$ cat config.mk
export PLATFORM = sky130hd
export DESIGN_NAME = cfg_chain_loader
export DESIGN_NICKNAME = d
export VERILOG_FILES = /design/src/rtl/cfg_chain_loader.sv
export SDC_FILE = /design/constraint.sdc
export NUM_CORES = 1
export LEC_CHECK = 0
export ABC_AREA = 1
export BUFFER_PORTS_ARGS = -buffer_cell sky130_fd_sc_hd__buf_2
export CAP_MARGIN = 20
export CORE_MARGIN = 5
export CORE_UTILIZATION = 25
export CTS_BUF_LIST = sky130_fd_sc_hd__clkbuf_4
export DETAILED_ROUTE_END_ITERATION = 7
export GPL_TIMING_DRIVEN = 1
export HOLD_SLACK_MARGIN = 0.06
export PLACE_DENSITY = 0.42
export SLEW_MARGIN = 5
export SYNTH_ARGS = -nofsm -noshare
export SYNTH_HDL_FRONTEND = slang
export SYNTH_SLANG_ARGS = --single-unit
$ cat constraint.sdc
create_clock -name clk -period 2.6 [get_ports clk]
set_input_delay 0.13 -clock clk [delete_from_list [all_inputs] [get_ports clk]]
set_output_delay 0.13 -clock clk [all_outputs]
set_load 0.02 [all_outputs]
$ cat src/rtl/cfg_chain_loader.sv
// cfg_chain_loader: streams host configuration words MSB-first into a serial
// configuration chain, counting down the requested chain length.
// Optional readback of the chain's far end is enabled by defining CFG_READBACK_EN.
// Without it, rb_data/rb_valid are tied low and chain_in is ignored.
module cfg_chain_loader #(
  parameter int WORD_W = 16,
  parameter int LEN_W  = 12
) (
  input  logic              clk,
  input  logic              reset,
  input  logic              start,
  input  logic              abort,
  input  logic [LEN_W-1:0]  chain_len,
  input  logic [WORD_W-1:0] wr_data,
  input  logic              wr_valid,
  output logic              wr_ready,
  output logic              bit_out,
  output logic              cb_prgm_b,
  output logic              prgm_b,
  input  logic              chain_in,
  output logic              busy,
  output logic              done,
  output logic [WORD_W-1:0] rb_data,
  output logic              rb_valid
);

  localparam int CNT_W = $clog2(WORD_W + 1);
  localparam logic [CNT_W-1:0] WORD_CNT = CNT_W'(WORD_W);

  typedef enum logic [1:0] {
    IDLE   = 2'd0,
    LOAD   = 2'd1,
    SHIFT  = 2'd2,
    FINISH = 2'd3
  } state_t;

  state_t state_reg, state_next;

  // Bits still to be shifted, including the one currently on bit_out while in SHIFT.
  logic [LEN_W-1:0]  remain_reg;
  // Bits of the current word queued behind bit_out, MSB-aligned.
  logic [WORD_W-1:0] word_reg;
  logic [CNT_W-1:0]  word_bits_reg;
  logic              bit_out_reg;
  logic              done_reg;

  logic start_ok;
  logic handshake;
  logic advance;
  logic final_shift;

  // A start only counts in IDLE and is cancelled by a simultaneous abort.
  assign start_ok    = start & ~abort & (state_reg == IDLE);
  assign handshake   = (state_reg == LOAD)  && (state_next == SHIFT);
  assign advance     = (state_reg == SHIFT) && (state_next == SHIFT);
  assign final_shift = (state_reg == SHIFT) && (state_next == FINISH);

  // State register.
  always_ff @(posedge clk or negedge reset) begin
    if (!reset) begin
      state_reg <= IDLE;
    end else begin
      state_reg <= state_next;
    end
  end

  // Next-state logic and the state-decoded chain/host strobes.
  always_comb begin
    state_next = state_reg;
    wr_ready   = 1'b0;
    cb_prgm_b  = 1'b1;
    prgm_b     = 1'b1;
    busy       = 1'b1;
    case (state_reg)
      IDLE: begin
        busy = 1'b0;
        if (start_ok && (chain_len != '0)) begin
          state_next = LOAD;
        end
      end
      LOAD: begin
        wr_ready = 1'b1;
        prgm_b   = 1'b0;
        if (abort) begin
          state_next = IDLE;
        end else if (wr_valid) begin
          state_next = SHIFT;
        end
      end
      SHIFT: begin
        cb_prgm_b = 1'b0;
        prgm_b    = 1'b0;
        if (abort) begin
          state_next = IDLE;
        end else if (remain_reg == LEN_W'(1)) begin
          // Last requested bit: any bits left in the word are dropped.
          state_next = FINISH;
        end else if (word_bits_reg == '0) begin
          state_next = LOAD;
        end
      end
      FINISH: begin
        state_next = IDLE;
      end
      default: begin
        state_next = IDLE;
      end
    endcase
  end

  // Remaining-length counter: loaded on start, counts shifts, cleared when the session ends.
  always_ff @(posedge clk or negedge reset) begin
    if (!reset) begin
      remain_reg <= '0;
    end else if (start_ok) begin
      remain_reg <= chain_len;
    end else if (state_next == IDLE) begin
      remain_reg <= '0;
    end else if (state_reg == SHIFT) begin
      remain_reg <= remain_reg - LEN_W'(1);
    end
  end

  // Word serializer: the MSB goes straight to bit_out on acceptance, the rest queue in word_reg.
  always_ff @(posedge clk or negedge reset) begin
    if (!reset) begin
      word_reg      <= '0;
      word_bits_reg <= '0;
      bit_out_reg   <= 1'b0;
    end else if (handshake) begin
      bit_out_reg   <= wr_data[WORD_W-1];
      word_reg      <= {wr_data[WORD_W-2:0], 1'b0};
      word_bits_reg <= WORD_CNT - CNT_W'(1);
    end else if (advance) begin
      bit_out_reg   <= word_reg[WORD_W-1];
      word_reg      <= {word_reg[WORD_W-2:0], 1'b0};
      word_bits_reg <= word_bits_reg - CNT_W'(1);
    end else if (state_next == IDLE && state_reg != IDLE) begin
      // bit_out keeps its last value; only the word bookkeeping is cleared.
      word_reg      <= '0;
      word_bits_reg <= '0;
    end
  end

  // Completion pulse: entering FINISH, or a zero-length start that never leaves IDLE.
  always_ff @(posedge clk or negedge reset) begin
    if (!reset) begin
      done_reg <= 1'b0;
    end else begin
      done_reg <= final_shift | (start_ok & (chain_len == '0));
    end
  end

  assign bit_out = bit_out_reg;
  assign done    = done_reg;

`ifdef CFG_READBACK_EN

  logic [WORD_W-1:0] rb_shift_reg;
  logic [WORD_W-1:0] rb_shift_next;
  logic [WORD_W-1:0] rb_just;
  logic [WORD_W-1:0] rb_data_reg;
  logic [CNT_W-1:0]  rb_cnt_reg;
  logic [CNT_W-1:0]  rb_cnt_next;
  logic              rb_valid_reg;

  // Next readback word with this cycle's chain_in appended, and its left-justified form.
  always_comb begin
    rb_shift_next = {rb_shift_reg[WORD_W-2:0], chain_in};
    rb_cnt_next   = rb_cnt_reg + CNT_W'(1);
    rb_just       = rb_shift_next << (WORD_CNT - rb_cnt_next);
  end

  // Readback capture: one chain_in sample per shift, publish full words and the final partial word.
  always_ff @(posedge clk or negedge reset) begin
    if (!reset) begin
      rb_shift_reg <= '0;
      rb_cnt_reg   <= '0;
      rb_data_reg  <= '0;
      rb_valid_reg <= 1'b0;
    end else begin
      rb_valid_reg <= 1'b0;
      if (start_ok) begin
        rb_shift_reg <= '0;
        rb_cnt_reg   <= '0;
      end else if (state_reg == SHIFT && !abort) begin
        if (rb_cnt_next == WORD_CNT) begin
          rb_data_reg  <= rb_shift_next;
          rb_valid_reg <= 1'b1;
          rb_shift_reg <= '0;
          rb_cnt_reg   <= '0;
        end else if (final_shift) begin
          rb_data_reg  <= rb_just;
          rb_valid_reg <= 1'b1;
          rb_shift_reg <= '0;
          rb_cnt_reg   <= '0;
        end else begin
          rb_shift_reg <= rb_shift_next;
          rb_cnt_reg   <= rb_cnt_next;
        end
      end
    end
  end

  assign rb_data  = rb_data_reg;
  assign rb_valid = rb_valid_reg;

`else

  logic unused_chain_in;

  assign unused_chain_in = chain_in;
  assign rb_data         = '0;
  assign rb_valid        = 1'b0;

`endif

endmodule

==> summary.md <==
| Metric | Value |
|---|---|
| Status | finished, final reports clean |
| Area fraction of the dominant cell type after synthesis | 36.7% |
| Seq cells post-synth | 36 |
| Num Clock Sinks | 36 |
| Die width | 109 µm |
| DR vias/cell | 4.20 |
| Clock-pin slew on the worst setup and hold paths | about 130 ps |
| VDD IR max | 243 µV |
| Clock Latency Late Sink | 350 ps |
| Final hold vios | 0 |
| DP Wirelength | 4320 µm |
| Power per Cell Area | 890 nW/µm² |
| Worst path slowest cell | dfrtp_1 |
| Fin crit period | 2110 ps |
| Via count | 2,213 |
| Number of max-cap violations | 0 |
| Max reg flops | 15 |
| Site Rows | 36 |
| Sequential share of the synthesized area | between 30% and 40% |
| Worst stage delay on the critical path | 400 ps |
| Residual DRC count | 0 |
| Total core area | slightly below 10,000 µm² |
| Total grt overflow | 0 |
| Area delta synth->final | 22.6% |
| Dpl ws | 465 ps |
| Mapped cell area | around 2500 µm² |
| Crit-path cells | inv_1 -> ha_1 -> nor2_1 -> nand2_1 -> a21oi_1 -> a21oi_4 -> nand3_2 -> nand2_2 -> inv_4 -> nand2_1 -> nand2_1 -> inv_1 |
| WP buf/inv | 3 |
| Post-Syn Area per Cell | roughly 7.4 µm² |
| Synth top cells by count | nand2_1, nand3_1, dfrtp_1 |
| Resized Gates After CTS | 0 |
| Period Utilization, post-route | 81.1% |
| CTS tree | done |
| Final net count | 434 |
| CP delay by family, top | simple AND/OR/NAND/NOR gates |
| First-pass GRT wire length | 10,400 µm |
| Routability congestion estimate | 0.770 |
| Setup_tns | 0 ps |
| Main synth FF type | dfrtp_1 |
| Global Route Usage Sum | 11.0% |
| Wirelength, routed | 6160 µm |
| Worst rel slew slack | around two fifths |
| Min-Delay Path Class | in2reg |
| DR WL/cell | about 12 µm |
| Number of flops mapped to enable cells by yosys | 0 |
| RSZ-0062 raised after global routing | false |
| Synthesized instance count | roughly 330 |
| Diodes inserted | 0 |
| Crit Path Max Fanout | 10 |
| Worst-Margin Slew | 880 ps |
| Initial antenna violation count | 0 |
| Die Y | 109 µm |
| Initial core utilization | 25.3% |
| Worst setup margin | 490 ps |
| Die area | 11,900 µm² |
| Synth cell types | 30 |
| Setup Fix Bufs, Post-CTS | 0 |
| Vias in the first global route | 2,166 |
| IO Port Bufs | 38 |
| Root buf cell | clkbuf_4 |
| CTS buffer count | 5 |
| Largest net degree at the start of global routing | 37 |
| IO Pins | 57 |
| Ys Warns | 0 |
| Max Freq | 474 MHz |
| Static Leak | between 1.5 and 2 nW |
| Worst EP required | 2850 ps |
| Final Max Slew Viols | 0 |
| Worst Skew | between 20 and 25 ps |
| First-pass DRT Iterations | 4 |
| DR iter-0 viols | 103 |
| Endpoints failing setup | 0 |
| Area contributors post-synth | dfrtp_1, nand2_1, nand3_1 |
| Worst EP arrival | 2360 ps |
| H-tree depth | 2 |
| Critical path class | reg2reg |
| Most used cell, CP | nand2_1 |
| Dominant cell type by area after synthesis | dfrtp_1 |
| Share of layout cells above drive strength 1 | 18.8% |
| Crit path launch type | flop |
| CTS Buffer Depth | 2 |
| Post-synth ARST share | 100% |
| ANT nets after route | 0 |
| Worst setup EP type | flop |
| Count leader, synth | nand2_1 |
==> where the power goes <==
| part | internal, mW | total, mW | leakage [nW] | switching (mW) |
|---|---|---|---|---|
| Clock | 0.104 | 0.311 | 0.0349 | 0.207 |
| Sequential | 0.727 | 0.857 | 0.489 | 0.130 |
| Combinational | 0.537 | 1.51 | 1.08 | 0.973 |
==> worst paths after layout <==
path                                   start             to  slack [ps]  cells past startpoint
worst min-delay path            chain_len[9]  remain_reg[9]          90                      5
worst max-delay path            state_reg[0]  remain_reg[4]         490                     12
worst max register to register  state_reg[0]  remain_reg[4]         490                     12
worst min register to register       bit_out        bit_out         510                      2
min in group asynchronous              reset    word_reg[2]         410                      2
max in group asynchronous              reset   state_reg[0]        1610                      2
==> through the flow <==
step | instances | util, % | instance area [µm²] | hold WS, ps | total power, mW
finish | 527 | 31.1 | 3010 | 92.9 | 2.68
floorplan | 347 | - | 2510 | -166 | 2.01
CTS | 527 | 31.1 | 3010 | 68.3 | 2.73
detailed placement | 497 | 28.2 | 2730 | 319 | 2.37
global placement | 497 | 28.2 | 2730 | 320 | 2.37
global route | 527 | 31.1 | 3010 | 86.9 | 2.97
==> worst min-delay path, stage by stage <==
cell     delay (ps)
buf_2            90
nand2_1          50
nand2_1          60
nand2_1          50
nand2_1          50
==> cell families (layout without fill, tap and decap cells) <==
logic type	Yosys count	after routing	synth area share (%)
simple gates	200	200	37.3
buf+inv	61	108	14.1
flops	36	36	36.7
compound gates	15	15	4.28
xor+xnor	11	11	3.92
fa+ha+maj	7	7	3.57
other cells	1	17	0.153
==> layout make-up <==
type | instances | area, µm²
clock inverters | 3 | 18.8
well taps | 133 | 166
clock buffers | 5 | 37.5
inverters | 32 | 123
repair buffers | 68 | 495
flip-flops and latches | 36 | 901
multi-input cells | 250 | 1270
fillers | 1059 | 6680
==> cells in the final DEF (no fill, tap or decap), types with 3 or more instances in the layout <==
master         Yosys  final
nand3_1           69     69
nand2_1           94     94
nor2_1            20     20
conb_1             1     17
nand4_1            3      3
dfrtp_1           36     36
ha_1               7      7
nand2_2            4      4
inv_1             29     29
buf_2              4     38
dlygate4sd3_1      0     22
o21ai_0            6      6
buf_4             17      6
clkbuf_4           0      5
xor2_1            11     11
a21oi_1            4      4
==> what timing repair did <==
item,4_1_cts,5_1_grt
hold endpoints to repair,57,0
setup endpoints to repair,0,0
hold buffers,22,0
==> routing by layer <==
layer  global-route usage [%]  part of all wire [%]  wire (µm)  vias up
met5                        0                     0          0        -
met4                     2.98                  0.88         54        0
met3                     2.61                   5.9        363        5
met2                     16.9                    43       2660       51
met1                     15.4                    50       3090     1018
li1                         -                     -          -     1139
No activity file was read; power rests on OpenSTA's default activity.
